$ cat config.mk
export PLATFORM = sky130hd
export DESIGN_NAME = ram_arbiter
export DESIGN_NICKNAME = d
export VERILOG_FILES = /design/src/rtl/ram_arb_pkg.sv /design/src/rtl/ram_arb_timer.sv /design/src/rtl/ram_arbiter.sv
export SDC_FILE = /design/constraint.sdc
export NUM_CORES = 1
export LEC_CHECK = 0
export ABC_AREA = 1
export CAP_MARGIN = 20
export CELL_PAD_IN_SITES_DETAIL_PLACEMENT = 1
export CELL_PAD_IN_SITES_GLOBAL_PLACEMENT = 1
export CORE_MARGIN = 2
export CORE_UTILIZATION = 32
export CTS_BUF_LIST = sky130_fd_sc_hd__clkbuf_8
export DETAILED_ROUTE_END_ITERATION = 8
export PLACE_DENSITY_LB_ADDON = 0.1
export REMOVE_ABC_BUFFERS = 1
export SYNTH_ARGS = -nofsm -noshare
export SYNTH_HDL_FRONTEND = slang
export SYNTH_HIERARCHICAL = 1
export SYNTH_SLANG_ARGS = --single-unit
$ cat constraint.sdc
create_clock -name clk -period 2.9 [get_ports clk]
set_input_delay 0.29 -clock clk [delete_from_list [all_inputs] [get_ports clk]]
set_output_delay 0.29 -clock clk [all_outputs]
set_load 0.05 [all_outputs]
$ cat src/rtl/ram_arb_pkg.sv
// ---------------------------------------------------------------------------
// ram_arb_pkg
// Shared types and defaults for the two-port RAM arbiter.
//   arb_state_t  : access sequencer states (IDLE -> ADDR -> [WAIT] -> DONE)
//   req_idx_t    : requester index (0 = CPU core bus, 1 = loader/debug port)
//   RD_LAT_DEFAULT / TIMEOUT_DEFAULT : default parameter values
//   rr_pick()    : round-robin winner selection between the two requesters
// ---------------------------------------------------------------------------
package ram_arb_pkg;

    typedef enum logic [1:0] {
        IDLE = 2'd0,
        ADDR = 2'd1,
        WAIT = 2'd2,
        DONE = 2'd3
    } arb_state_t;

    typedef logic req_idx_t;

    localparam int RD_LAT_DEFAULT  = 1;
    localparam int TIMEOUT_DEFAULT = 16;

    // Winner for a new grant: a lone requester always wins; on a tie the
    // port that was not served last wins.
    function automatic req_idx_t rr_pick(input logic     r0,
                                         input logic     r1,
                                         input req_idx_t last_grant);
        if (r0 && r1) begin
            return ~last_grant;
        end else if (r1) begin
            return 1'b1;
        end else begin
            return 1'b0;
        end
    endfunction

endpackage

$ cat src/rtl/ram_arb_timer.sv
// ---------------------------------------------------------------------------
// ram_arb_timer
// Lock-tenure counter. Counts the accesses the current owner has completed
// and kept the grant after; saturates so it never wraps.
// Ports:
//   clk, rst_n : clock, asynchronous active-low reset
//   clear      : restart the tenure (grant is being given up)
//   inc        : one more access completed with the grant retained
//   expire     : the access now finishing is the LIMIT-th of this tenure
// ---------------------------------------------------------------------------
module ram_arb_timer
    import ram_arb_pkg::*;
#(
    parameter int LIMIT = TIMEOUT_DEFAULT
) (
    input  logic clk,
    input  logic rst_n,
    input  logic clear,
    input  logic inc,
    output logic expire
);

    localparam int CNT_W = (LIMIT > 1) ? $clog2(LIMIT) : 1;
    localparam logic [CNT_W-1:0] CNT_MAX = CNT_W'((LIMIT > 1) ? (LIMIT - 1) : 0);

    logic [CNT_W-1:0] count_q;
    logic [CNT_W-1:0] count_d;

    // count_q holds the accesses already completed in this tenure, so the
    // access currently in DONE is number count_q+1; expiry therefore fires
    // once count_q has reached LIMIT-1.
    always_comb begin
        count_d = count_q;
        if (clear) begin
            count_d = '0;
        end else if (inc && (count_q != CNT_MAX)) begin
            count_d = count_q + 1'b1;
        end
    end

    always_ff @(posedge clk or negedge rst_n) begin
        if (!rst_n) begin
            count_q <= '0;
        end else begin
            count_q <= count_d;
        end
    end

    assign expire = (count_q == CNT_MAX);

endmodule

$ cat src/rtl/ram_arbiter.sv
// ---------------------------------------------------------------------------
// ram_arbiter
// Shares the single RAM port between requester 0 (CPU core bus) and
// requester 1 (program loader / debug port). Requests use a req/ack
// handshake, new grants are round-robin, and an owner holding lock keeps
// the port for back-to-back accesses without an IDLE cycle.
//
// Optional feature macro: RAM_ARB_TIMEOUT_EN
//   defined   : a locked owner is forced off after TIMEOUT accesses when the
//               other port is waiting; 'timeout' pulses in that DONE cycle.
//   undefined : lock is honoured indefinitely, 'timeout' is tied low.
//
// Ports:
//   clk, rst_n            : clock, asynchronous active-low reset
//   reqN/weN/lockN        : request, write(1)/read(0), keep grant afterwards
//   addrN/wdataN          : access address / write data (stable until ack)
//   gntN                  : requester N owns the RAM port (ADDR..DONE)
//   ackN                  : one-cycle access-complete pulse
//   rdataN                : read data, valid with ack, held until next ack
//   ram_addr/ram_data/ram_we : registered RAM address, write data, write en
//   ram_out               : RAM read data, valid RD_LAT cycles into access
//   timeout               : one-cycle pulse on forced lock revocation
// ---------------------------------------------------------------------------
module ram_arbiter
    import ram_arb_pkg::*;
#(
    parameter int ADDR_W  = 8,
    parameter int DATA_W  = 8,
    parameter int RD_LAT  = RD_LAT_DEFAULT,
    parameter int TIMEOUT = TIMEOUT_DEFAULT
) (
    input  logic              clk,
    input  logic              rst_n,
    input  logic              req0,
    input  logic              req1,
    input  logic              we0,
    input  logic              we1,
    input  logic              lock0,
    input  logic              lock1,
    input  logic [ADDR_W-1:0] addr0,
    input  logic [ADDR_W-1:0] addr1,
    input  logic [DATA_W-1:0] wdata0,
    input  logic [DATA_W-1:0] wdata1,
    output logic              gnt0,
    output logic              gnt1,
    output logic              ack0,
    output logic              ack1,
    output logic [DATA_W-1:0] rdata0,
    output logic [DATA_W-1:0] rdata1,
    output logic [ADDR_W-1:0] ram_addr,
    output logic [DATA_W-1:0] ram_data,
    output logic              ram_we,
    input  logic [DATA_W-1:0] ram_out,
    output logic              timeout
);

    // WAIT lasts RD_LAT-1 cycles; the counter runs 0..RD_LAT-2.
    localparam logic [1:0] WAIT_LAST = (RD_LAT > 1) ? 2'(RD_LAT - 2) : 2'd0;

    arb_state_t        state_q, state_d;
    req_idx_t          owner_q, owner_d;
    req_idx_t          last_q, last_d;
    logic [ADDR_W-1:0] ram_addr_q, ram_addr_d;
    logic [DATA_W-1:0] ram_data_q, ram_data_d;
    logic              ram_we_q, ram_we_d;
    logic [DATA_W-1:0] rdata0_q, rdata0_d;
    logic [DATA_W-1:0] rdata1_q, rdata1_d;
    logic [1:0]        wait_cnt_q, wait_cnt_d;

    req_idx_t          pick;
    req_idx_t          src_idx;
    logic              src_we;
    logic [ADDR_W-1:0] src_addr;
    logic [DATA_W-1:0] src_wdata;
    logic              own_req;
    logic              own_lock;
    logic              keep;
    logic              force_release;
    logic              launch;
    logic              capture;

    assign pick = rr_pick(req0, req1, last_q);

    // In IDLE the new access comes from the round-robin winner; in DONE a
    // locked continuation comes from the current owner.
    assign src_idx   = (state_q == IDLE) ? pick : owner_q;
    assign src_we    = src_idx ? we1    : we0;
    assign src_addr  = src_idx ? addr1  : addr0;
    assign src_wdata = src_idx ? wdata1 : wdata0;

    assign own_req  = owner_q ? req1  : req0;
    assign own_lock = owner_q ? lock1 : lock0;
    assign keep     = own_lock && own_req;

`ifdef RAM_ARB_TIMEOUT_EN
    logic other_req;
    logic tenure_inc;
    logic tenure_clr;
    logic tenure_expire;

    assign other_req     = owner_q ? req0 : req1;
    assign force_release = keep && other_req && tenure_expire;

    // Every loss of the grant passes through DONE -> IDLE, so clearing there
    // restarts the tenure whenever ownership can change.
    assign tenure_inc = (state_q == DONE) && keep && !force_release;
    assign tenure_clr = (state_q == DONE) && !(keep && !force_release);

    ram_arb_timer #(
        .LIMIT (TIMEOUT)
    ) u_timer (
        .clk    (clk),
        .rst_n  (rst_n),
        .clear  (tenure_clr),
        .inc    (tenure_inc),
        .expire (tenure_expire)
    );

    assign timeout = (state_q == DONE) && force_release;
`else
    assign force_release = 1'b0;
    // TIMEOUT is always positive, so this ties the pulse low.
    assign timeout       = (TIMEOUT < 0);
`endif

    // Sequencer next-state. launch loads a new access onto the RAM
    // registers; capture latches ram_out into the owner's read register.
    always_comb begin
        state_d    = state_q;
        owner_d    = owner_q;
        last_d     = last_q;
        ram_addr_d = ram_addr_q;
        ram_data_d = ram_data_q;
        ram_we_d   = 1'b0;
        rdata0_d   = rdata0_q;
        rdata1_d   = rdata1_q;
        wait_cnt_d = wait_cnt_q;
        launch     = 1'b0;
        capture    = 1'b0;

        case (state_q)
            IDLE: begin
                if (req0 || req1) begin
                    owner_d = pick;
                    launch  = 1'b1;
                    state_d = ADDR;
                end
            end
            ADDR: begin
                if (ram_we_q) begin
                    state_d = DONE;
                end else if (RD_LAT == 1) begin
                    // Single-cycle RAM: data is already valid this cycle.
                    capture = 1'b1;
                    state_d = DONE;
                end else begin
                    wait_cnt_d = 2'd0;
                    state_d    = WAIT;
                end
            end
            WAIT: begin
                if (wait_cnt_q == WAIT_LAST) begin
                    capture = 1'b1;
                    state_d = DONE;
                end else begin
                    wait_cnt_d = wait_cnt_q + 2'd1;
                end
            end
            DONE: begin
                last_d = owner_q;
                if (keep && !force_release) begin
                    launch  = 1'b1;
                    state_d = ADDR;
                end else begin
                    state_d = IDLE;
                end
            end
            default: begin
                state_d = IDLE;
            end
        endcase

        if (launch) begin
            ram_addr_d = src_addr;
            ram_data_d = src_wdata;
            ram_we_d   = src_we;
        end

        if (capture) begin
            if (owner_q) begin
                rdata1_d = ram_out;
            end else begin
                rdata0_d = ram_out;
            end
        end
    end

    // State and RAM-side registers; reset aborts any access in flight and
    // drops ram_we without waiting for a clock.
    always_ff @(posedge clk or negedge rst_n) begin
        if (!rst_n) begin
            state_q    <= IDLE;
            owner_q    <= 1'b0;
            last_q     <= 1'b1;
            ram_addr_q <= '0;
            ram_data_q <= '0;
            ram_we_q   <= 1'b0;
            rdata0_q   <= '0;
            rdata1_q   <= '0;
            wait_cnt_q <= 2'd0;
        end else begin
            state_q    <= state_d;
            owner_q    <= owner_d;
            last_q     <= last_d;
            ram_addr_q <= ram_addr_d;
            ram_data_q <= ram_data_d;
            ram_we_q   <= ram_we_d;
            rdata0_q   <= rdata0_d;
            rdata1_q   <= rdata1_d;
            wait_cnt_q <= wait_cnt_d;
        end
    end

    assign gnt0     = (state_q != IDLE) && (owner_q == 1'b0);
    assign gnt1     = (state_q != IDLE) && (owner_q == 1'b1);
    assign ack0     = (state_q == DONE) && (owner_q == 1'b0);
    assign ack1     = (state_q == DONE) && (owner_q == 1'b1);
    assign rdata0   = rdata0_q;
    assign rdata1   = rdata1_q;
    assign ram_addr = ram_addr_q;
    assign ram_data = ram_data_q;
    assign ram_we   = ram_we_q;

endmodule

==> flow_summary.yaml <==
clock_tree:
  cts_num_sinks: 39
  clk-insertion-delay-late_ps: 290
  postCtsSetupRepairBufs: 0
  cts_resized: 0
  cts.path.max_buffers: 2
  cts_hold_buffers: 0
  htree_num_levels: 2
  cts_tree: "done"
  clkSlewWorstSetupHoldPaths_ps: 80
  cts_buffers: 5
  root_buffer: "clkbuf_8"
synthesis:
  postSynth.asyncResetShare: 1.00
  synthMuxAreaShare: 0
  dominantRegCellSynth: "dfrtp_1"
  syn-cell-area_sq_mm: 0.00192
  yosysWarningCount: 6
  ys_seq_elements: 39
  synthCells: 240
  synth-seq-area-share: 0.509
  synth_top_family_by_area: "simple AND/OR/NAND/NOR gates"
  yosys.area_share.simple: 0.304
  synth-compound-area-share: 0.0639
  synth-edff-count: 0
  synth.avg_cell_area_sq_um: 7.99
  synthAdderAreaFrac: 0.0326
  ys_types: 24
  synthXorXnorAreaFrac: 0.00457
worst_setup_path:
  crit_start: "state_q[0]"
  crit_type: "flip-flop to primary output"
  crit_path_end_kind: "primary output"
  critPathMaxFanout: 4
  critPathArrivalTime_ps: 2060
  worstReg2RegStart: "state_q[1]"
  crit_path_frequent_cell: "inv_1"
  crit_path_top_delay_cell: "clkdlybuf4s50_1"
  cpPeakStageDelay_ps: 830
  path_delay_family: "buffers and inverters"
  cp_cell_sequence: "inv_1, ha_1, inv_2, nand2_2, inv_1, clkdlybuf4s50_1"
  crit_required_ps: 2610
  worst-path-buf-inv: 4
  start_kind: "flip-flop"
timing:
  period_minus_slack_ps: 2350
  rsz0062_at_grt: "false"
  finalClockSkew_ps: 7.10
  finalCritPeriodShare: 0.811
  worst_pin_slew_ps: 889
  fin_setup_tns_ps: 0
  setup_viol: 0
  hold_viol: 0
  relSlewSlack: 0.407
  slew_violations: 0
  clock.fmax_mhz: 425
  whs_ps: 112
  setup_slack_ps: 548
job:
  cap_violations: 0
floorplan:
  core_sq_mm: 0.00585
  ios: 86
  floorplan.initialDensity: 0.328
  die-area_sq_mm: 0.00663
  rows: 28
  die_w_microns: 81.4
  fp.dieH_microns: 81.4
placement:
  post-place-ws_ps: 872
  hpwl_mm: 3.90
  numPortBuffers: 84
  gp_congestion: 0.719
cells_and_area:
  syn_to_final_growth_pct: 51.7
  nNetsFinal: 377
  seqCellArea_sq_um: 977
  drive_above_1_share: 0.0708
  n_antenna_cell: 0
  multi_input_area_sq_um: 781
  fillerInstances: 719
  layout_common_cells: "nand2_1 (107), clkdlybuf4s50_1 (83), dfrtp_1 (38)"
  final_common_cell: "nand2_1"
grt:
  grt_pass1_vias: 1873
  grt_overflow_total: 0
  antenna_found_initial: 0
  grt_max_degree: 40
  track_usage: 0.168
  grt_pass1_wl_mm: 8.41
hold_path:
  hold_class: "input port to async pin"
status:
  status: "complete, no violations"
power_and_ir_drop:
  vdd_drop_max_v: 0.000515
  cellPowerDensity_mw_per_mm2: 1290
  p_leak_uw: 0.00147
routing:
  drc: 0
  viasPerCell: 4.53
  via_count: 1811
  ant_nets: 0
  drtIter0Drc: 60
  routed_wl_mm: 5.22
  wl_per_cell_microns: 13.1
  firstDrtPassIters: 4
stage by stage:
step / total power, uW / std cells / util / instance area [sq um]
6_report: 3760 / 400 / 0.497 / 2910
3_5_place_dp: 3330 / 392 / 0.477 / 2790
4_1_cts: 3810 / 400 / 0.497 / 2910
5_1_grt: 4040 / 400 / 0.497 / 2910
3_3_place_gp: 3290 / 392 / 0.477 / 2790
2_1_floorplan: 2510 / 232 / - / 1850
synth_stat cells (2+ instances only):
library cell / n / area share
a21oi_1: 2 / 0.0052
nand2_4: 2 / 0.012
ha_1: 5 / 0.033
nand2_2: 4 / 0.013
nand3_1: 18 / 0.047
o21ai_0: 21 / 0.055
buf_4: 2 / 0.0078
buf_2: 4 / 0.010
dfrtp_1: 38 / 0.50
nor2_1: 3 / 0.0059
inv_1: 21 / 0.041
nand3_2: 2 / 0.010
nand2_1: 107 / 0.21
flip-flops by register name, indices dropped and copies added, names as in the netlist:
register / cells
ram_addr: 8
ram_data: 8
rdata1: 8
wait_cnt_q: 2
last_q: 1
ram_we: 1
owner_q: 1
state_q: 2
rdata0: 8
routing by layer:
metal,vias up,global-route usage,part of all wire
met4,0,0.0458,0.011
met1,829,0.175,0.40
li1,910,-,-
met2,65,0.304,0.48
met5,-,0,0
met3,7,0.0758,0.11
cells by family (layout without fill, tap and decap cells):
kind of cell             Yosys count  in the layout
other                              1              1
XOR/XNOR                           1              1
flip-flops                        39             39
buffers and inverters             32            117
AO/OA/AOI/OAI                     24             24
AND/OR/NAND/NOR                  138            138
adder cells (fa/ha/maj)            5              5
final cells by class:
class | count | area share
inverter | 24 | 0.0331
timing repair buffer | 85 | 0.290
clock buffer | 6 | 0.0284
multi-input combinational | 169 | 0.268
tap | 75 | 0.0323
clock inverter | 2 | 0.0120
sequential | 39 | 0.336
worst paths after layout:
check | end | depth (start not counted) | slack [ps]
max in group asynchronous | state_q[0] | 1 | 2220
max reg2reg | rdata1[5] | 6 | 1020
max | gnt1 | 6 | 550
min reg2reg | last_q | 2 | 470
min in group clk | last_q | 2 | 470
min | wait_cnt_q[0] | 1 | 110
power breakdown:
group / switching, uW / internal (uW) / total (uW)
Combinational: 1610 / 746 / 2350
Sequential: 141 / 799 / 940
Clock: 189 / 278 / 468
Total: 1940 / 1820 / 3760
Power figures use the tool's default switching activity.
